==> src/rtl/call_stack_ctl_pkg.sv <==
// Shared types for the return-address stack: FSM states and the checkpoint record.
// Default sizes come from CS_DEPTH / CS_CHK_NUM and may be overridden on the command line.
`ifndef CS_DEPTH
`define CS_DEPTH 16
`endif
`ifndef CS_CHK_NUM
`define CS_CHK_NUM 4
`endif

package call_stack_ctl_pkg;

  localparam int CS_DEPTH   = `CS_DEPTH;
  localparam int CS_CHK_NUM = `CS_CHK_NUM;
  localparam int CS_PTR_W   = $clog2(CS_DEPTH);
  localparam int CS_CNT_W   = $clog2(CS_DEPTH + 1);

  typedef enum logic {
    CS_NORMAL  = 1'b0,
    CS_RECOVER = 1'b1
  } cs_state_e;

  typedef struct packed {
    logic [CS_PTR_W-1:0] tos;
    logic [CS_CNT_W-1:0] count;
    logic                valid;
  } cs_chk_t;

endpackage

==> src/rtl/call_stack_ctl_ram.sv <==
// Return-address storage: one synchronous write port, one asynchronous read port.
module call_stack_ctl_ram #(
  parameter int DEPTH    = 16,
  parameter int IP_WIDTH = 64,
  localparam int PTR_W   = $clog2(DEPTH)
) (
  input  logic                clk,
  input  logic                we,
  input  logic [PTR_W-1:0]    waddr,
  input  logic [IP_WIDTH-1:0] wdata,
  input  logic [PTR_W-1:0]    raddr,
  output logic [IP_WIDTH-1:0] rdata
);

  logic [IP_WIDTH-1:0] mem [DEPTH];

  always_ff @(posedge clk) begin
    if (we) mem[waddr] <= wdata;
  end

  assign rdata = mem[raddr];

endmodule

==> src/rtl/call_stack_ctl.sv <==
// Return-address stack controller with per-branch-tag checkpoint/restore of {tos,count}.
// Define CALL_STACK_PERF_EN to add saturating overflow/underflow counters (ovf_cnt, unf_cnt).
module call_stack_ctl
  import call_stack_ctl_pkg::*;
#(
  parameter int DEPTH    = CS_DEPTH,
  parameter int IP_WIDTH = 64,
  parameter int CHK_NUM  = CS_CHK_NUM,
  localparam int ID_W    = (CHK_NUM > 1) ? $clog2(CHK_NUM) : 1
) (
  input  logic                clk,
  input  logic                rst,
  input  logic                push,
  input  logic [IP_WIDTH-1:0] push_addr,
  input  logic                pop,
  output logic [IP_WIDTH-1:0] pop_addr,
  output logic                pop_hit,
  input  logic                snap,
  input  logic [ID_W-1:0]     snap_id,
  input  logic                restore,
  input  logic [ID_W-1:0]     rest_id,
  output logic                busy,
  output logic                empty,
  output logic                full
`ifdef CALL_STACK_PERF_EN
  ,
  output logic [15:0]         ovf_cnt,
  output logic [15:0]         unf_cnt
`endif
);

  localparam int PTR_W = $clog2(DEPTH);
  localparam int CNT_W = $clog2(DEPTH + 1);

  cs_state_e           state_q, state_nx;
  logic [PTR_W-1:0]    tos_q, tos_nx, top_idx;
  logic [CNT_W-1:0]    cnt_q, cnt_nx;
  logic [ID_W-1:0]     rest_q, rest_nx;
  cs_chk_t             chk_q [CHK_NUM];
  cs_chk_t             chk_rd;
  logic                nonempty, active, do_push, do_pop, snap_we;
  logic                ram_we;
  logic [PTR_W-1:0]    ram_waddr;
  logic [IP_WIDTH-1:0] ram_rdata;

  assign nonempty = (cnt_q != '0);
  assign top_idx  = tos_q - 1'b1;
  // Restore wins over everything in the same cycle; RECOVER blocks the decoder.
  assign active   = (state_q == CS_NORMAL) && !restore;
  assign do_push  = active && push;
  assign do_pop   = active && pop;
  assign chk_rd   = chk_q[rest_q];

  // Push+pop with a live top replaces the top entry in place.
  assign ram_we    = do_push;
  assign ram_waddr = (do_pop && nonempty) ? top_idx : tos_q;

  call_stack_ctl_ram #(
    .DEPTH   (DEPTH),
    .IP_WIDTH(IP_WIDTH)
  ) u_ram (
    .clk  (clk),
    .we   (ram_we),
    .waddr(ram_waddr),
    .wdata(push_addr),
    .raddr(top_idx),
    .rdata(ram_rdata)
  );

  assign pop_addr = nonempty ? ram_rdata : '0;
  assign pop_hit  = do_pop && nonempty;
  assign busy     = (state_q == CS_RECOVER);
  assign empty    = !nonempty;
  assign full     = (cnt_q == CNT_W'(DEPTH));

  always_comb begin
    state_nx = state_q;
    tos_nx   = tos_q;
    cnt_nx   = cnt_q;
    rest_nx  = rest_q;
    snap_we  = 1'b0;
    if (state_q == CS_RECOVER) begin
      if (restore) begin
        rest_nx = rest_id;
      end else begin
        state_nx = CS_NORMAL;
        if (chk_rd.valid) begin
          tos_nx = PTR_W'(chk_rd.tos);
          cnt_nx = CNT_W'(chk_rd.count);
        end else begin
          tos_nx = '0;
          cnt_nx = '0;
        end
      end
    end else if (restore) begin
      state_nx = CS_RECOVER;
      rest_nx  = rest_id;
    end else begin
      if (push && !(pop && nonempty)) begin
        tos_nx = tos_q + 1'b1;
        if (!full) cnt_nx = cnt_q + 1'b1;
      end else if (!push && pop && nonempty) begin
        tos_nx = tos_q - 1'b1;
        cnt_nx = cnt_q - 1'b1;
      end
      snap_we = snap;
    end
  end

  always_ff @(posedge clk or posedge rst) begin
    if (rst) begin
      state_q <= CS_NORMAL;
      tos_q   <= '0;
      cnt_q   <= '0;
      rest_q  <= '0;
    end else begin
      state_q <= state_nx;
      tos_q   <= tos_nx;
      cnt_q   <= cnt_nx;
      rest_q  <= rest_nx;
    end
  end

  // Only the valid bits are reset; tos/count payload is don't-care until written.
  always_ff @(posedge clk or posedge rst) begin
    if (rst) begin
      for (int i = 0; i < CHK_NUM; i++) chk_q[i].valid <= 1'b0;
    end else if (snap_we) begin
      chk_q[snap_id] <= '{tos: CS_PTR_W'(tos_nx), count: CS_CNT_W'(cnt_nx), valid: 1'b1};
    end
  end

`ifdef CALL_STACK_PERF_EN
  always_ff @(posedge clk or posedge rst) begin
    if (rst) begin
      ovf_cnt <= '0;
      unf_cnt <= '0;
    end else begin
      if (do_push && !do_pop && full && ovf_cnt != 16'hffff) ovf_cnt <= ovf_cnt + 16'd1;
      if (do_pop && !nonempty && unf_cnt != 16'hffff)        unf_cnt <= unf_cnt + 16'd1;
    end
  end
`endif

endmodule
==> config.mk <==
export PLATFORM = sky130hd
export DESIGN_NAME = call_stack_ctl
export DESIGN_NICKNAME = d
export VERILOG_FILES = /design/src/rtl/call_stack_ctl_pkg.sv /design/src/rtl/call_stack_ctl_ram.sv /design/src/rtl/call_stack_ctl.sv
export SDC_FILE = /design/constraint.sdc
export NUM_CORES = 1
export LEC_CHECK = 0
export BUFFER_PORTS_ARGS = -buffer_cell sky130_fd_sc_hd__clkbuf_2
export CAP_MARGIN = 30
export CORE_MARGIN = 10
export CORE_UTILIZATION = 60
export DETAILED_ROUTE_END_ITERATION = 16
export GPL_TIMING_DRIVEN = 0
export PLACE_DENSITY = 0.77
export SYNTH_ARGS = -nofsm -noshare
export SYNTH_HDL_FRONTEND = slang
export SYNTH_SLANG_ARGS = --single-unit
==> constraint.sdc <==
create_clock -name clk -period 9.7 [get_ports clk]
set_input_delay 1.455 -clock clk [delete_from_list [all_inputs] [get_ports clk]]
set_output_delay 1.455 -clock clk [all_outputs]
set_load 0.02 [all_outputs]
==> flow_summary_export.csv <==
group,metric,value,unit
clock_tree,cts_hold_buf,0,
timing,setup_viol,0,
place,routabilityCongestion,0.804,
pwr,power.leakage,15.6,nW
logic_synthesis,synth-edff-count,1060,
worst_setup_path,startpoint_type,"register",
timing,timing.final.crit_share,70.5,%
logic_synthesis,seq_area_frac_synth,77.5,%
detailed_routing,wl_per_cell,31.4,um
job,maxCapViolCount,0,
die,fp-row-count,96,
clock_tree,ctsRootBufferMaster,"clkbuf_16",
logic_synthesis,synth.avg_cell_area,23.1,um^2
detailed_routing,drc,0,
timing,worst_pin_slew,994,ps
timing,fin_skew,38.4,ps
outcome,status,"finished, final reports clean",
final_layout,seq_area,32200,um^2
final_layout,multi_input_area,8810,um^2
logic_synthesis,ys.flop_type,"edfxtp_1",
pwr,finalPower,0.0141,W
place,dpl.hpwl,61200,um
pwr,p_per_area,292,nW/um^2
logic_synthesis,synth_seq_cells,1076,
global_routing,grt_first_pass_wirelength,145000,um
logic_synthesis,synthesis.nets,1881,
global_routing,grt_overflow_total,0,
global_routing,grt_pass1_vias,21723,
logic_synthesis,ys_warn_count,0,
detailed_routing,vias_per_cell,6.61,
timing,timing.final.ws_setup,2860,ps
timing,finalHoldViolCount,0,
worst_setup_path,worstSetupEndpointType,"output port",
place,io_buffers,140,
clock_tree,ctsResizeCount,0,
final_layout,finalNetCount,2196,
die,core,68600,um^2
worst_setup_path,worstSetupPathType,"register to output port",
timing,max_freq,146,MHz
clock_tree,clk_pin_slew_worst_paths,60,ps
detailed_routing,drt_iter0_markers,2621,
pwr,ir_drop,0.294,mV
die,die-height,283,um
clock_tree,cts_max_level,3,
global_routing,antenna_found_initial,10,
die,die_w,283,um
final_layout,area_growth,16.4,%
logic_synthesis,ys_async_sr_fraction,1.49,%
timing,slew_headroom,33.7,%
clock_tree,clkSinkCount,1076,
place,pre_cts_ws,3730,ps
die,dieArea,80200,um^2
detailed_routing,ant_nets,0,
clock_tree,cts_tree,"done",
timing,rsz0062_at_grt,"no",
timing,timing.hold.ws,523,ps
die,ios,142,
timing,finalMaxSlewViolations,0,
detailed_routing,dr.pass1.iters,7,
logic_synthesis,syn_inst,1803,
worst_setup_path,crit_path_max_fanout,10,
worst_setup_path,cp.required,8250,ps
global_routing,grt_max_degree,24,
timing,period_minus_slack,6840,ps
clock_tree,cts_made_buffers,102,
detailed_routing,routed_wl,98500,um
die,start_util,60.6,%
global_routing,grt_use_total,24.5,%
final_layout,fillCellCount,3899,
final_layout,drive_gt1_share,32.7,%
detailed_routing,num_vias,20742,
clock_tree,cts_setup_buffers,0,
clock_tree,insertion_delay,670,ps
hold_path,hold_class,"register to register",
clock_tree,max-clock-path-buffers,3,
logic_synthesis,syn_area,41600,um^2
logic_synthesis,ys_types,62,
worst_setup_path,arrival,5390,ps
[critical path: stages (launching register included)]
cell and delay [ps]:
dfrtp_1 340, buf_2 200, buf_4 310, buf_2 320
inv_1 190, ha_1 310, buf_2 330, clkbuf_1 790
clkbuf_1 740, mux4_2 360, mux2i_1 80, o22ai_1 480
clkbuf_2 280
[synthesized netlist by cell type, drive strengths merged (2+ instances only)]
master,n,area share (%)
mux2,4,0.11
a211oi,5,0.10
or2,3,0.045
nor3,15,0.22
nand4,6,0.090
inv,13,0.12
buf,65,1.1
mux4,265,14
nand3b,3,0.054
o2111ai,2,0.042
mux2i,131,3.2
and4,2,0.042
a22oi,5,0.090
ha,4,0.12
and2,3,0.045
o21ai,8,0.11
a31oi,2,0.030
nor2,17,0.15
xnor2,2,0.042
a31o,4,0.084
nand2,13,0.12
o22ai,64,0.96
nor4,4,0.096
nor2b,2,0.030
o211ai,7,0.13
clkbuf,40,0.37
a21oi,8,0.096
or4,2,0.036
nand3,7,0.084
edfxtp,1060,77
dfrtp,16,0.96
[placed cells by master, fill, tap and decap left out, types with 7 or more instances in the layout]
| cell type | synthesis | layout |
|---|---|---|
| clkinv_1 | 0 | 26 |
| o211ai_1 | 7 | 7 |
| buf_12 | 0 | 22 |
| buf_2 | 46 | 49 |
| nand2_1 | 12 | 12 |
| edfxtp_1 | 1060 | 1060 |
| clkbuf_1 | 37 | 59 |
| nand3_1 | 7 | 7 |
| buf_6 | 17 | 31 |
| clkinv_2 | 0 | 10 |
| clkbuf_2 | 3 | 143 |
| nor2_1 | 17 | 9 |
| bufinv_16 | 0 | 14 |
| inv_1 | 13 | 13 |
| o22ai_1 | 64 | 64 |
| mux4_2 | 265 | 265 |
| clkbuf_16 | 0 | 103 |
| mux2i_1 | 131 | 131 |
| buf_16 | 0 | 27 |
| nor2_4 | 0 | 8 |
| dfrtp_1 | 16 | 16 |
| nor3_1 | 12 | 10 |
[through the flow]
step | TNS, ps | instance area [um^2] | util (%) | cells
2_1_floorplan | 0 | 41600 | - | 1803
3_3_place_gp | -602440 | 43400 | 63.3 | 2874
3_5_place_dp | 0 | 45000 | 65.5 | 2944
4_1_cts | 0 | 48400 | 70.5 | 3132
5_1_grt | 0 | 48400 | 70.6 | 3135
6_report | 0 | 48400 | 70.6 | 3136
[final timing paths]
path / from / slack, ps / depth (start not counted) / to
hold reg to reg: chk_q[30]$_DFFE_PP0P_ / 520 / 1 / chk_q[30]$_DFFE_PP0P_
setup / recovery: tos_q[0]$_DFF_PP0_ / 2860 / 12 / pop_addr[61]
max in group asynchronous: rst / 8290 / 2 / tos_q[0]$_DFF_PP0_
setup reg to reg: tos_q[0]$_DFF_PP0_ / 4200 / 14 / u_ram.mem[5][24]$_DFFE_PP_
hold / removal: chk_q[30]$_DFFE_PP0P_ / 520 / 1 / chk_q[30]$_DFFE_PP0P_
min in group asynchronous: rst / 920 / 2 / busy$_DFF_PP0_
[layout make-up]
| class | instances | share of cell area [%] |
|---|---|---|
| clock inverters | 61 | 1.48 |
| flip-flops and latches | 1076 | 66.6 |
| plain buffers | 105 | 1.22 |
| well taps | 931 | 2.41 |
| inverters | 14 | 0.134 |
| repair buffers | 211 | 4.39 |
| clock buffers | 127 | 5.55 |
| diodes | 3 | 0.0155 |
| multi-input cells | 608 | 18.2 |
[kinds of logic after synthesis]
logic type | share of synthesized area [%]
DFF | 77.5
muxes | 17.6
buffers and inverters | 1.58
AOI/OAI and AO/OA | 1.91
and+or+nand+nor | 1.16
adders and majority gates | 0.120
xor gates and xnor gates | 0.0632
[registers in the layout, summed over array words and instances (netlist names)]
name,flops
tos_q,4
busy,1
u_ram.mem,1024
rest_q,2
cnt_q,5
chk_q,40
[per-layer routing]
layer / share of wire [%] / GRT usage (%)
met1: 36 / 31.6
met2: 52 / 41.3
met5: 0.095 / 0
met3: 8.8 / 4.86
met4: 3.2 / 9.12
[report_power, final]
group | internal, W | total [W] | switching (W)
registers | 0.00525 | 0.00529 | 0.0000413
clock network | 0.00234 | 0.00404 | 0.00169
logic | 0.00187 | 0.00481 | 0.00295
total | 0.00946 | 0.0141 | 0.00468
(Power assumes the default switching activity.)
